$ cat config.mk
export PLATFORM = sky130hd
export DESIGN_NAME = vga_pattern_gen
export DESIGN_NICKNAME = d
export VERILOG_FILES = /design/src/rtl/vga_pattern_gen.sv
export SDC_FILE = /design/constraint.sdc
export NUM_CORES = 1
export LEC_CHECK = 0
export CORE_ASPECT_RATIO = 1.4
export CORE_MARGIN = 3
export CORE_UTILIZATION = 33
export CTS_BUF_LIST = sky130_fd_sc_hd__clkbuf_2
export CTS_CLUSTER_SIZE = 16
export DETAILED_ROUTE_END_ITERATION = 12
export MAX_ROUTING_LAYER = met4
export PLACE_DENSITY = 0.52
export SYNTH_ARGS = -nofsm -noshare
export SYNTH_HDL_FRONTEND = slang
export SYNTH_SLANG_ARGS = --single-unit
export TNS_END_PERCENT = 20
$ cat constraint.sdc
create_clock -name CLK_50MHZ -period 2.75 [get_ports CLK_50MHZ]
set_clock_uncertainty 0.15 [all_clocks]
set_input_delay 0.4125 -clock CLK_50MHZ [delete_from_list [all_inputs] [get_ports CLK_50MHZ]]
set_output_delay 0.4125 -clock CLK_50MHZ [all_outputs]
set_load 0.01 [all_outputs]
$ cat src/rtl/vga_pattern_gen.sv
// VGA timing and test-pattern generator: pixel-tick divider, h/v counters, four pattern modes.
// Optional edge border (all-ones frame around the active area) enabled by defining VGA_PATTERN_BORDER_EN.
module vga_pattern_gen #(
    parameter int H_ACTIVE   = 640,
    parameter int H_FP       = 16,
    parameter int H_SYNC     = 96,
    parameter int H_BP       = 48,
    parameter int V_ACTIVE   = 480,
    parameter int V_FP       = 10,
    parameter int V_SYNC     = 2,
    parameter int V_BP       = 33,
    parameter bit SYNC_POL   = 1'b0,
    parameter int CLK_DIV    = 2,
    parameter int COLOR_W    = 1,
    parameter int CHECK_LOG2 = 5,
    parameter int BOX_SIZE   = 32
) (
    input  logic                   CLK_50MHZ,
    input  logic                   reset,
    input  logic [2:0]             sw,
    input  logic [1:0]             mode,
    output logic                   hsync,
    output logic                   vsync,
    output logic [3*COLOR_W-1:0]   rgb,
    output logic                   video_on,
    output logic [9:0]             pixel_x,
    output logic [9:0]             pixel_y,
    output logic                   frame_start
);

    localparam int H_TOTAL = H_ACTIVE + H_FP + H_SYNC + H_BP;
    localparam int V_TOTAL = V_ACTIVE + V_FP + V_SYNC + V_BP;
    localparam int DIV_W   = (CLK_DIV > 1) ? $clog2(CLK_DIV) : 1;
    localparam int CW      = 3 * COLOR_W;

    localparam logic [DIV_W-1:0] DIV_LAST = DIV_W'(CLK_DIV - 1);
    localparam logic [9:0] H_LAST    = 10'(H_TOTAL - 1);
    localparam logic [9:0] V_LAST    = 10'(V_TOTAL - 1);
    localparam logic [9:0] H_ACT     = 10'(H_ACTIVE);
    localparam logic [9:0] V_ACT     = 10'(V_ACTIVE);
    localparam logic [9:0] HS_FIRST  = 10'(H_ACTIVE + H_FP);
    localparam logic [9:0] HS_LAST   = 10'(H_ACTIVE + H_FP + H_SYNC - 1);
    localparam logic [9:0] VS_FIRST  = 10'(V_ACTIVE + V_FP);
    localparam logic [9:0] VS_LAST   = 10'(V_ACTIVE + V_FP + V_SYNC - 1);
    localparam logic [9:0] BAR_LAST  = 10'(H_ACTIVE / 8 - 1);
    localparam logic [9:0] BOX       = 10'(BOX_SIZE);
    localparam logic [9:0] BX_MAX    = 10'(H_ACTIVE - BOX_SIZE);
    localparam logic [9:0] BY_MAX    = 10'(V_ACTIVE - BOX_SIZE);

    logic [DIV_W-1:0] div_reg;
    logic [9:0]       h_reg, v_reg;
    logic [9:0]       bar_cnt_reg;
    logic [2:0]       bar_idx_reg;
    logic [9:0]       bx_reg, by_reg;
    logic             dx_reg, dy_reg;
    logic [1:0]       mode_reg;
    logic [2:0]       sw_reg;

    logic             hsync_reg, vsync_reg, video_on_reg, frame_start_reg;
    logic [CW-1:0]    rgb_reg;
    logic [9:0]       pixel_x_reg, pixel_y_reg;

    logic             tick, h_wrap, v_wrap, origin, active, in_box;
    logic [1:0]       mode_eff;
    logic [2:0]       sw_eff;
    logic [CW-1:0]    sw_rgb, bar_rgb, pat;

    assign tick   = (div_reg == DIV_LAST);
    assign h_wrap = (h_reg == H_LAST);
    assign v_wrap = (v_reg == V_LAST);
    assign origin = (h_reg == 10'd0) && (v_reg == 10'd0);
    assign active = (h_reg < H_ACT) && (v_reg < V_ACT);

    // The latch happens on the (0,0) tick, so that pixel already uses the new selection.
    assign mode_eff = origin ? mode : mode_reg;
    assign sw_eff   = origin ? sw   : sw_reg;

    generate
        for (genvar gi = 0; gi < 3; gi++) begin : g_chan
            assign sw_rgb[gi*COLOR_W +: COLOR_W]  = {COLOR_W{sw_eff[gi]}};
            assign bar_rgb[gi*COLOR_W +: COLOR_W] = {COLOR_W{bar_idx_reg[gi]}};
        end
    endgenerate

    assign in_box = (h_reg >= bx_reg) && (h_reg < bx_reg + BOX) &&
                    (v_reg >= by_reg) && (v_reg < by_reg + BOX);

    always_ff @(posedge CLK_50MHZ) begin
        if (reset) begin
            div_reg <= '0;
            h_reg   <= '0;
            v_reg   <= '0;
        end else begin
            div_reg <= tick ? '0 : div_reg + 1'b1;
            if (tick) begin
                h_reg <= h_wrap ? 10'd0 : h_reg + 10'd1;
                if (h_wrap)
                    v_reg <= v_wrap ? 10'd0 : v_reg + 10'd1;
            end
        end
    end

    // Bar index tracks h with a per-line counter instead of dividing h by the bar width.
    always_ff @(posedge CLK_50MHZ) begin
        if (reset) begin
            bar_cnt_reg <= '0;
            bar_idx_reg <= '0;
        end else if (tick) begin
            if (h_wrap) begin
                bar_cnt_reg <= '0;
                bar_idx_reg <= '0;
            end else if (bar_cnt_reg == BAR_LAST) begin
                bar_cnt_reg <= '0;
                bar_idx_reg <= bar_idx_reg + 3'd1;
            end else begin
                bar_cnt_reg <= bar_cnt_reg + 10'd1;
            end
        end
    end

    always_ff @(posedge CLK_50MHZ) begin
        if (reset) begin
            mode_reg <= '0;
            sw_reg   <= '0;
        end else if (tick && origin) begin
            mode_reg <= mode;
            sw_reg   <= sw;
        end
    end

    // Box steps once per frame; at an edge it reverses and steps back in the same frame.
    always_ff @(posedge CLK_50MHZ) begin
        if (reset) begin
            bx_reg <= '0;
            by_reg <= '0;
            dx_reg <= 1'b1;
            dy_reg <= 1'b1;
        end else if (tick && h_wrap && v_wrap) begin
            if (dx_reg) begin
                if (bx_reg == BX_MAX) begin
                    dx_reg <= 1'b0;
                    bx_reg <= bx_reg - 10'd1;
                end else begin
                    bx_reg <= bx_reg + 10'd1;
                end
            end else if (bx_reg == 10'd0) begin
                dx_reg <= 1'b1;
                bx_reg <= bx_reg + 10'd1;
            end else begin
                bx_reg <= bx_reg - 10'd1;
            end

            if (dy_reg) begin
                if (by_reg == BY_MAX) begin
                    dy_reg <= 1'b0;
                    by_reg <= by_reg - 10'd1;
                end else begin
                    by_reg <= by_reg + 10'd1;
                end
            end else if (by_reg == 10'd0) begin
                dy_reg <= 1'b1;
                by_reg <= by_reg + 10'd1;
            end else begin
                by_reg <= by_reg - 10'd1;
            end
        end
    end

    always_comb begin
        pat = '0;
        case (mode_eff)
            2'd0:    pat = sw_rgb;
            2'd1:    pat = bar_rgb;
            2'd2:    if (h_reg[CHECK_LOG2] ^ v_reg[CHECK_LOG2]) pat = sw_rgb;
            2'd3:    if (in_box) pat = sw_rgb;
            default: pat = '0;
        endcase
`ifdef VGA_PATTERN_BORDER_EN
        if ((h_reg == 10'd0) || (h_reg == H_ACT - 10'd1) ||
            (v_reg == 10'd0) || (v_reg == V_ACT - 10'd1))
            pat = '1;
`endif
        if (!active)
            pat = '0;
    end

    // Every output is captured on the same tick, so they always describe one pixel.
    always_ff @(posedge CLK_50MHZ) begin
        if (reset) begin
            hsync_reg       <= ~SYNC_POL;
            vsync_reg       <= ~SYNC_POL;
            rgb_reg         <= '0;
            video_on_reg    <= 1'b0;
            pixel_x_reg     <= '0;
            pixel_y_reg     <= '0;
            frame_start_reg <= 1'b0;
        end else begin
            frame_start_reg <= tick && origin;
            if (tick) begin
                hsync_reg    <= ((h_reg >= HS_FIRST) && (h_reg <= HS_LAST)) ? SYNC_POL : ~SYNC_POL;
                vsync_reg    <= ((v_reg >= VS_FIRST) && (v_reg <= VS_LAST)) ? SYNC_POL : ~SYNC_POL;
                rgb_reg      <= pat;
                video_on_reg <= active;
                pixel_x_reg  <= h_reg;
                pixel_y_reg  <= v_reg;
            end
        end
    end

    assign hsync       = hsync_reg;
    assign vsync       = vsync_reg;
    assign rgb         = rgb_reg;
    assign video_on    = video_on_reg;
    assign pixel_x     = pixel_x_reg;
    assign pixel_y     = pixel_y_reg;
    assign frame_start = frame_start_reg;

endmodule

==> impl_metrics.ini <==
[detailed_routing]
via_count = 4781
totalWireLength_um = 14070
drtIter0Drc = 181
wl_per_cell_um = 15.56
vias_per_cell = 5.289
detail-route-antenna-nets = 0
firstDrtPassIters = 4
drc = 0

[hold_path]
holdPathStages = 2
min_from = reset
whs_endpoint = bx_reg[0]
hp-class = in -> reg

[timing]
fin_ws_ns = 0.03216
fin_crit_sh = 0.9883
hold_ws_ns = 0.1269
slew_headroom = 0.5873
timing.fmax_ghz = 0.3679
hold_viol = 0
worstMarginPinSlew_ns = 0.6168
fin_tns_setup_ns = 0
slew_violations = 0
rsz0062_at_grt = true
layout_min_cycle_time_ns = 2.718
setup_viol = 0

[critical_path]
endpoint_kind = flip-flop
crit_type = reg -> reg
worstPathArrival_ns = 3.09
r2r_start = bx_reg[5]
rr_endpoint = rgb[1]
r2r_cells = 10
cp_max_fo = 6
worstPathRequired_ns = 3.12
r2r_setup_slack_ns = 0.03
startpoint_type = flip-flop

[clock_network]
cts_tree = built
cts_root_buf = clkbuf_2
clock_path_buffers = 2
path_clk_slew_ns = 0.26
cts_hold_buf = 0
cts_buffers = 9
worstSkewPairLatency_ns = 0.60
htree_levels = 3
cts.sinks = 88

[placed_design]
place_inst = 885
dp_hpwl_um = 10540
gp_congestion = 0.8784
dpl-instance-area_mm2 = 0.006135
io_buffers = 33
dp_slack_ns = -0.001998

[pwr]
power_switching_mw = 0.6579
switching_share = 0.2869
total_power_mw = 2.293
pwr-share-clk = 0.319
p_int_mw = 1.636
seq_power_share = 0.575
p_per_area_mw_per_mm2 = 361.2
ir_worst_vdd_v = 0.0002392
p_comb_frac = 0.106
p_leak_nw = 2.580

[die]
core_mm2 = 0.01574
io_pins = 34
dieHeight_um = 156.7
start_util = 0.3402
die_w_um = 113.7
dieArea_mm2 = 0.01782
row_count = 54

[cells_and_area]
post-route-util = 0.4034
multi_input_area_mm2 = 0.003366
drive_gt1_frac = 0.1400
seqCellArea_mm2 = 0.001777
final_area_mm2 = 0.006350
nNetsFinal = 753
instances_no_fill = 904
nFillCells = 1582
syn_to_final_growth_pct = 18.55
final_cell_mix = nor2_1, dfxtp_1, buf_4, nand2_1, ha_1
layout_commonest_cell = nor2_1

[synthesis]
synthFlopType = dfxtp_1
synth-seq-cells = 88
yosys.area.top_type = dfxtp_1
synth_warnings = 0
synth_area_leaders = dfxtp_1, ha_1, mux2i_1
ys_seq_area_frac = 0.3289
syn_area_per_cell_um2 = 8.279
synth_edf_count = 0
syn_area_mm2 = 0.005356
synth_cells = 647
syn_nets = 698
async_flop_share = 0
synth_cell_types = 55
synth_top_area_share = 0.3289

[job]
cap_violations = 0

[global_route]
grt-ovfl-total = 0
grt_pass1_wl_um = 23470
grt_use_total = 0.1675
first_global_vias = 4796
antenna_found_initial = 1
grt_start_max_net_pins = 40

[outcome]
status = completed
## critical path: stages, from the launching register on
cell and delay [ns]:
dfxtp_4 0.43, ha_4 0.16, buf_6 0.11, xnor2_2 0.13
ha_1 0.32, a21oi_2 0.15, a2bb2oi_2 0.19, o211ai_1 0.15
nor4_1 0.29, nand4_1 0.28, a211oi_2 0.29
## area by class of cell
| cell class | instances | area share |
|---|---|---|
| Tap cell | 196 | 0.03862 |
| Inverter | 31 | 0.01833 |
| Antenna cell | 1 | 0.0003941 |
| Multi-Input combinational cell | 489 | 0.5300 |
| Clock inverter | 6 | 0.01202 |
| Sequential cell | 88 | 0.2798 |
| Clock buffer | 10 | 0.007882 |
| Timing Repair Buffer | 83 | 0.1129 |
## per-layer routing
metal | up-vias | global-route usage | share of wire | wire [um]
met4 | 0 | 0.05498 | 0.019 | 265
li1 | 2404 | - | - | -
met1 | 2280 | 0.1974 | 0.44 | 6148
met2 | 76 | 0.2901 | 0.52 | 7339
met5 | - | - | 0 | 0
met3 | 21 | 0.02553 | 0.022 | 315
## worst max path at each step
stage | start | end | slack [ns] | cells past startpoint
CTS | bx_reg[6] | rgb[1] | 0.04 | 10
global placement | bx_reg[5] | rgb[2] | 0.17 | 10
detailed placement | bx_reg[5] | rgb[1] | -0.002 | 10
floorplan | h_reg[1] | dy_reg | 0.17 | 9
global route | bx_reg[6] | rgb[1] | -0.06 | 10
finish | bx_reg[5] | rgb[1] | 0.03 | 10
## power groups by stage
| stage | logic (mW) | registers, mW | clock network [mW] |
|---|---|---|---|
| after floorplan | 0.156 | 1.34 | 0 |
| after global placement | 0.229 | 1.34 | 0 |
| after detailed placement | 0.236 | 1.34 | 0 |
| after CTS | 0.238 | 1.32 | 0.772 |
| after global routing | 0.271 | 1.32 | 0.812 |
| final | 0.243 | 1.32 | 0.731 |
## what timing repair did
item / in CTS / in global routing
gates resized for setup: 1 / 20
pin swaps: 1 / 10
cloned: 0 / 0
hold endpoints to repair: 0 / 0
endpoints found under the setup margin: 1 / 10
setup buffers: 0 / 2
## kinds of logic after synthesis
family                   synth area share
flip-flops                         0.3289
buffers and inverters             0.05279
XOR/XNOR                          0.05886
AND/OR/NAND/NOR                    0.2502
multiplexers                      0.08012
AO/OA/AOI/OAI                      0.1264
adder cells (fa/ha/maj)            0.1028
## Yosys cell counts, drive strengths merged (4+ instances only)
cell type	n
a221oi	7
xor2	18
nor3	29
a2111oi	4
inv	31
a21o	8
nand2	43
mux2	7
a21oi	38
nor2	85
mux2i	35
a211oi	6
nor4	14
or3	9
and4	4
nand3	19
clkbuf	33
nand4b	4
ha	44
buf	6
nand4	16
and3	15
nand2b	7
xnor2	18
dfxtp	88
or2	4
o21ai	20
Power figures use the tool's default switching activity.
